## config.mk

```make
export PLATFORM = sky130hd
export DESIGN_NAME = uart_prog_sender
export DESIGN_NICKNAME = d
export VERILOG_FILES = /design/src/rtl/uart_prog_sender.sv
export SDC_FILE = /design/constraint.sdc
export NUM_CORES = 1
export LEC_CHECK = 0
export ABC_AREA = 1
export CAP_MARGIN = 10
export CORE_ASPECT_RATIO = 1.5
export CORE_MARGIN = 2
export CORE_UTILIZATION = 53
export DETAILED_ROUTE_END_ITERATION = 16
export DONT_BUFFER_PORTS = 1
export GPL_TIMING_DRIVEN = 0
export PLACE_DENSITY = 0.8
export SLEW_MARGIN = 5
export SYNTH_ARGS = -nofsm -noshare
export SYNTH_HDL_FRONTEND = slang
export SYNTH_SLANG_ARGS = --single-unit
```

## constraint.sdc

```tcl
create_clock -name clk_i -period 2.8 [get_ports clk_i]
set_input_delay 0.84 -clock clk_i [delete_from_list [all_inputs] [get_ports clk_i]]
set_output_delay 0.84 -clock clk_i [all_outputs]
set_load 0.05 [all_outputs]
```

## src/rtl/uart_prog_sender.sv

```systemverilog
// uart_prog_sender: 8N1 loader that streams the programming header, a big-endian
// word count and a little-endian image read from a word-addressed source memory.
module uart_prog_sender #(
    parameter int          CPU_CLK          = 50_000_000,
    parameter int          BAUD_RATE        = 115200,
    parameter int          ADDR_WIDTH       = 15,
    parameter logic [71:0] PROGRAM_SEQUENCE = "ceresTEST"
) (
    input  logic                  clk_i,
    input  logic                  rst_ni,
    input  logic                  start_i,
    input  logic [31:0]           word_count_i,
    input  logic [ADDR_WIDTH-1:0] base_addr_i,
    output logic                  mem_rd_en_o,
    output logic [ADDR_WIDTH-1:0] mem_addr_o,
    input  logic [31:0]           mem_rdata_i,
    output logic                  tx_o,
    output logic                  busy_o,
    output logic                  done_o
);
    localparam int CLK_DIV = CPU_CLK / BAUD_RATE;
    localparam int BAUD_W  = $clog2(CLK_DIV + 1);

    typedef enum logic [2:0] {IDLE, SEND_SEQ, SEND_LEN, SEND_WORD, DONE} state_t;

    state_t                state, state_next;
    logic [31:0]           count, word_idx, hold, word_data;
    logic [ADDR_WIDTH-1:0] base, addr;
    logic [3:0]            byte_idx, bit_cnt;
    logic [BAUD_W-1:0]     baud_cnt;
    logic [7:0]            shreg, load_byte, seq_next, count_next, word_next;
    logic                  busy, baud_end, frame_end, stop_entry, last_byte;
    logic                  more_words, fetch_now, load, rd_en, fetch_q;

    assign busy       = state inside {SEND_SEQ, SEND_LEN, SEND_WORD};
    assign baud_end   = baud_cnt == BAUD_W'(CLK_DIV - 1);
    assign frame_end  = busy && baud_end && bit_cnt == 4'd9;
    assign stop_entry = busy && baud_end && bit_cnt == 4'd8;
    assign last_byte  = byte_idx == ((state == SEND_SEQ) ? 4'd8 : 4'd3);
    assign more_words = word_idx + 32'd1 != count;
    // Fetch the next word as the preceding frame enters its stop bit
    assign fetch_now  = stop_entry && byte_idx == 4'd3 &&
                        ((state == SEND_LEN && count != '0) || (state == SEND_WORD && more_words));
    assign word_data  = fetch_q ? mem_rdata_i : hold;
    assign seq_next   = 8'(PROGRAM_SEQUENCE >> {4'd7 - byte_idx, 3'b000});
    assign count_next = 8'(count >> {2'd2 - byte_idx[1:0], 3'b000});
    assign word_next  = 8'(word_data >> {byte_idx[1:0] + 2'd1, 3'b000});
    assign mem_rd_en_o = rd_en;
    assign mem_addr_o  = addr;

    always_ff @(posedge clk_i or negedge rst_ni) begin
        if (!rst_ni) state <= IDLE;
        else         state <= state_next;
    end

    always_comb begin
        state_next = state;
        load       = 1'b0;
        load_byte  = 8'h00;
        case (state)
            IDLE: if (start_i) begin
                state_next = SEND_SEQ;
                load       = 1'b1;
                load_byte  = PROGRAM_SEQUENCE[71:64];
            end
            SEND_SEQ: if (frame_end) begin
                load       = 1'b1;
                state_next = last_byte ? SEND_LEN : SEND_SEQ;
                load_byte  = last_byte ? count[31:24] : seq_next;
            end
            SEND_LEN: if (frame_end) begin
                if (last_byte && count == '0) state_next = DONE;
                else begin
                    load       = 1'b1;
                    state_next = last_byte ? SEND_WORD : SEND_LEN;
                    load_byte  = last_byte ? word_data[7:0] : count_next;
                end
            end
            SEND_WORD: if (frame_end) begin
                if (last_byte && !more_words) state_next = DONE;
                else begin
                    load      = 1'b1;
                    load_byte = last_byte ? word_data[7:0] : word_next;
                end
            end
            DONE:    state_next = IDLE;
            default: state_next = IDLE;
        endcase
        tx_o   = busy ? (bit_cnt == 4'd0 ? 1'b0 : bit_cnt == 4'd9 ? 1'b1 : shreg[0]) : 1'b1;
        busy_o = busy;
        done_o = state == DONE;
    end

    always_ff @(posedge clk_i or negedge rst_ni) begin
        if (!rst_ni) begin
            count    <= '0;
            base     <= '0;
            addr     <= '0;
            word_idx <= '0;
            hold     <= '0;
            byte_idx <= '0;
            bit_cnt  <= '0;
            baud_cnt <= '0;
            shreg    <= '0;
            rd_en    <= 1'b0;
            fetch_q  <= 1'b0;
        end else begin
            rd_en   <= fetch_now;
            fetch_q <= rd_en;
            if (fetch_q) hold <= mem_rdata_i;
            if (fetch_now) addr <= (state == SEND_LEN) ? base : addr + ADDR_WIDTH'(1);
            if (state == IDLE && start_i) begin
                count    <= word_count_i;
                base     <= base_addr_i;
                word_idx <= '0;
                byte_idx <= '0;
            end
            if (load) begin
                shreg    <= load_byte;
                bit_cnt  <= '0;
                baud_cnt <= '0;
            end else if (busy) begin
                baud_cnt <= baud_end ? '0 : baud_cnt + BAUD_W'(1);
                if (baud_end) begin
                    bit_cnt <= bit_cnt + 4'd1;
                    if (bit_cnt != 4'd0) shreg <= shreg >> 1;
                end
            end
            if (frame_end) byte_idx <= last_byte ? 4'd0 : byte_idx + 4'd1;
            if (frame_end && state == SEND_WORD && last_byte) word_idx <= word_idx + 32'd1;
        end
    end
endmodule

```

# Word-level counts from Yosys, hierarchy flattened
# Index checks and enable logic that the tools add are counted.
# Widths: inputs -> output; s select.
[word_totals]
regBits = 156
in_bits = 82
out_inout_bits = 19
word_cells = 113
[classes]
add_sub_neg = 8
n_eq_ne = 15
n_shift = 3
muxes = 47
reduce_logical = 28
[ops]
columns = ["cell", "n"]
rows = [
  ["$mux 32", 3],
  ["$mux 8", 12],
  ["$shr 71x7->8 const A", 1],
  ["$shr 32x5->8", 2],
  ["$add 32x1->32 const B", 1],
  ["$logic_not 32->1", 1],
  ["$ne 32x32->1", 1],
  ["$pmux 8 s4", 1],
  ["$reduce_bool 32->1", 1],
  ["$mux 4", 7],
  ["$mux 9", 3],
  ["$mux 3", 6],
  ["$add 15x1->15 const B", 1],
  ["$mux 15", 1],
  ["$logic_and 1x1->1", 12],
  ["$pmux 3 s4", 1],
  ["$mux 1", 10],
  ["$ne 2x2->1 const B", 5],
  ["$reduce_bool 2->1", 5],
  ["$add 9x1->9 const B", 1],
  ["$eq 9x9->1 const B", 1],
  ["$add 4x1->4 const B", 2],
  ["$eq 4x4->1 const B", 2],
  ["$mux 7", 1],
  ["19 further kinds", 20],
]

# Longest topological paths before layout
[depth]
depth_word = 9
mapped_depth = 22
depth_no_buf = 21

# Least setup slack after synthesis
# No wires, ideal clock.
[synth_timing]
path_kind = "reg-to-output"
startpoint = "register state[0]"
endpoint = "output tx_o"
arrival_ns = 1.717
setup_slack_ns = 0.243
path_stages_with_launch = 5
path_buffers = 1
cell_sequence = "dfrtp_1 > nor2_1 > nor2_1 > clkbuf_1 > nand2_1"
[synth_between]
elab_chain_cells = 3
word_cells_on_any_way = 5
cone_classes = "eq/ne (3); mux (1); reduce/logical (1)"
[synth_rtl]
columns = ["element", "line", "source"]
rows = [
  ["from (decl)", "26", "state_t state, state_next;"],
  ["from (signal assigned)", "53", "else state <= state_next;"],
  ["$eq 3x1->1 / $eq 3x2->1 (equally long branches)", "35", "assign busy = state inside {SEND_SEQ, SEND_LEN, SEND_WORD};"],
  ["$reduce_bool 3->1 (*)", "35", ""],
  ["named net busy_o", "18", "output logic busy_o,"],
  ["$mux 1 (*)", "89", "tx_o = busy ? (bit_cnt == 4'd0 ? 1'b0 : bit_cnt == 4'd9 ? 1'b1 : shreg[0]) : 1'b1;"],
  ["to (decl)", "17", "output logic tx_o,"],
]
# Mark *: on every way through the listed nets, which the timed path passes. The rest lies on a longest branch.

# Worst setup path after layout
[layout_timing]
startpoint = "register word_idx[10]"
endpoint = "register addr[0] (netlist: mem_addr_o[0])"
[layout_between]
elab_chain_cells = 5
[layout_rtl]
columns = ["element", "line", "source"]
rows = [
  ["from (decl)", "27", "logic [31:0] count, word_idx, hold, word_data;"],
  ["from (signal assigned)", "130", "if (frame_end && state == SEND_WORD && last_byte) word_idx <= word_idx + 32'd1;"],
  ["$add 32x1->32", "40", "assign more_words = word_idx + 32'd1 != count;"],
  ["$ne 32x32->1", "40", ""],
  ["$logic_and 1x1->1", "43", "((state == SEND_LEN && count != '0) || (state == SEND_WORD && more_words));"],
  ["$logic_or 1x1->1", "43", ""],
  ["$logic_and 1x1->1", "42", "assign fetch_now = stop_entry && byte_idx == 4'd3 &&"],
  ["to (signal assigned)", "111", "if (fetch_now) addr <= (state == SEND_LEN) ? base : addr + ADDR_WIDTH'(1);"],
  ["to (decl)", "28", "logic [ADDR_WIDTH-1:0] base, addr;"],
]
# No other way between the ends.
# A chain may end at the register's enable or synchronous reset.

==> summary.txt <==
Synth
  • Sequential cell area fraction in the yosys report: 0.416
  • Synth top area share: 0.416
  • Multiplexer share of the synthesized area: 0.00107
  • Syn_area_per_cell: 6.86 um2
  • Top-count cell post-synth: nand2_1
  • Number of synthesized flops with an enable pin: 0
  • Synthesized flop and latch total: 156
  • Simple-gate share of the synthesized area: 0.356
  • Synth Flop Type: dfrtp_1
  • Post-Synth Adder-Cell Area: 0.0160
  • Synth Instances: 1,368
  • Yosys warns: 0
  • Post-synthesis xor/xnor area fraction: 0.0197
  • Number of distinct library cells after synthesis: 40
  • Commonest cells post-synth: nand2_1 (488), dfrtp_1 (156), inv_1 (141)
  • Mapped Area: 0.00939 mm2
  • Top cells by area, synth: dfrtp_1 (42%), nand2_1 (20%), o21ai_0 (6.6%)
  • Synth Area in Compound Gates: 0.115
  • Syn nets: 1,462
  • Cell taking the most area after synthesis: dfrtp_1
  • Largest family of logic cells by synthesized area: simple AND/OR/NAND/NOR gates
  • Asr flop ratio synth: 1.00

Detailed routing
  • Final wirelength: 28,900 um
  • Top sig layer: met4
  • DRT Pass-1 Iters: 5
  • Vias: 9,519
  • DRT met1 WL: 10,700 um
  • Starting DRT DRC Count: 908
  • # DRC: 0
  • ANT nets after route: 0
  • Via/cell ratio: 5.79
  • Met2 Routed Length: 14,600 um
  • WL met3: 1860 um
  • Routed len/inst: 17.6 um

CTS
  • Number of H-tree levels: 4
  • CTS Buf Count: 17
  • CTS root buffer: clkbuf_16
  • CTS tree: done
  • Sink Count: 156
  • Skew-Pair Late Insertion Delay: 0.44 ns
  • Clk buf depth: 2
  • Worst-path clk slew: 0.07 ns

STA
  • Final period utilization: 0.993
  • Fmax: 0.360 GHz
  • Worst Clk Skew: 0.0105 ns
  • RSZ-0062 raised after global routing: true
  • Final Setup Violations: 0
  • Worst-margin pin slew: 0.896 ns
  • Slew Limit Headroom: 0.399
  • Fin Setup TNS: 0 ns
  • Final Max Slew Viols: 0
  • Post-layout min period: 2.78 ns
  • Final Hold Fails: 0

Setup path
  • CP Class: reg -> reg
  • Most frequent cell on the critical path: nand2_1
  • Critical Path, Cell by Cell: nand2_1, nor2_4, nand2_1, nor2_4, nand3_1, nand3_1, nand2_1, nor2_1, nand2_1, nor2_4, nand3_2, nand2_2, o21ai_4, nand2_4, inv_8, clkbuf_16, nand2_2, nand2_1
  • Crit start category: flip-flop
  • Worst EP arrival: 3.11 ns
  • Worst Path Max Fanout: 8
  • Crit-path max cell delay: 0.43 ns
  • Worst path slowest cell: dfrtp_1
  • Critical Path RT: 3.13 ns
  • Crit. End Element: flip-flop

GRT
  • Initial antenna violation count: 0
  • Total track usage: 0.300
  • Largest net degree at the start of global routing: 157
  • Global route overflow: 0
  • First-pass GRT wire length: 44,800 um
  • Vias in the first global route: 9,174

Job
  • Max_cap viols: 0

Cells and area
  • Filler cell count: 1,474
  • Area Overhead vs Synth: 16.7%
  • Layout cells sized above 1: 0.130
  • Nets@finish: 1,512
  • Final Instance Area: 0.0110 mm2
  • Ant. Diodes: 0

Die
  • Core ar.: 0.0173 mm2
  • Die X-Extent: 113 um
  • I/O pins: 101
  • Initial core utilization: 0.541
  • # rows: 59
  • Die area: 0.0188 mm2
  • Die H: 167 um

Place
  • Routability congestion estimate: 0.971
  • Input/output buffers: 0
  • Area after DPL: 0.00966 mm2
  • HPWL Detailed: 20,800 um

Power and ir drop
  • Static leakage: 0.00559 uW
  • Maximum vdd drop: 515 uV
  • Power per standard cell area: 411 mW/mm2
  • Total power: 4500 uW

Min path
  • HP Class: in -> async

Status
  • Status: finished, final reports clean
## flip-flops by register name (all words and copies together) (netlist names), 4 cells and up
name,flops
base,15
bit_cnt,4
shreg,8
byte_idx,4
hold,32
baud_cnt,9
count,32
word_idx,32
mem_addr_o,15
## layout make-up
class                           count  area [um2]  share of cell area
Multi-Input combinational cell   1025        5150               0.470
Sequential cell                   156        3910               0.357
Inverter                          144         551              0.0502
Clock buffer                       20         467              0.0426
Timing Repair Buffer               32         308              0.0281
Tap cell                          213         267              0.0243
Buffer                             42         201              0.0184
Clock inverter                     12         103             0.00936
## path summary, 6_finish.rpt
kind                              start       endpoint  slack, ns  depth (start not counted)
max                        word_idx[10]  mem_addr_o[0]       0.02                         18
min                              rst_ni   word_idx[18]        0.1                          0
max reg2reg                word_idx[10]  mem_addr_o[0]       0.02                         18
min reg2reg                    hold[19]       hold[19]       0.47                          2
max in group asynchronous        rst_ni    word_idx[5]       2.40                          0
min in group clk_i             hold[19]       hold[19]       0.47                          2
## placed cells by master (no fill, tap or decap), drive strengths merged
cell      synthesis  final
a22oi             1      1
nor3             10     10
a31oi             6      6
nor2            147    147
o21bai            1      1
ha               12     12
xor2             11     11
o22ai            17     17
dfrtp           156    156
nand3           106    106
o32ai             1      1
o31ai             2      2
nand2           501    501
clkbuf           39     57
clkinv            1      6
a21oi            24     24
inv             143    149
a211oi            1      1
and2              4      4
mux2i             1      1
nor4             11     11
xnor3             2      2
o311ai            1      1
clkinvlp          0      1
o21ai           132    132
nand4            11     11
buf               4     37
or2               1      1
xnor2             5      5
nand3b            5      5
o211ai            7      7
o221ai            5      5
## power breakdown
group | switching [uW] | internal, uW
sequential | 0 | 2250
clock | 1020 | 1230
combinational | 0 | 0.0226
## critical path, delay by kind of cell, from the launching register on
kind	cells	cell delay [ns]
compound gates	1	0.08
flops	1	0.43
buf+inv	2	0.20
simple gates	15	1.94
## stage by stage
| step | setup slack, ns | std cells | hold WS, ns | util |
|---|---|---|---|---|
| CTS | 0.0117 | 1619 | 0.0935 | 0.599 |
| global route | -0.140 | 1644 | 0.0868 | 0.632 |
| finish | 0.0200 | 1644 | 0.0972 | 0.632 |
| global placement | -0.474 | 1581 | 0.448 | 0.556 |
| floorplan | 0.243 | 1368 | 0.433 | - |
| detailed placement | -0.525 | 1581 | 0.453 | 0.557 |
## repair_timing
| action | 4_1_cts | 5_1_grt |
|---|---|---|
| endpoints found under the setup margin | 58 | 69 |
| gates cloned | 0 | 2 |
| hold buffers | 0 | 0 |
| pin swaps | 5 | 41 |
| resized for setup | 33 | 117 |
| setup buffers | 7 | 23 |
## logic make-up after synthesis
family	count (synthesis)
fa+ha+maj	12
compound gates	198
flops	156
mux	1
xor+xnor	18
simple gates	796
buf+inv	187
## metal layers
metal,vias up,GRT usage
li1,4504,-
met1,4440,0.346
met2,443,0.513
met3,132,0.0477
met4,0,0.195
met5,-,0
Power figures use the tool's default switching activity.
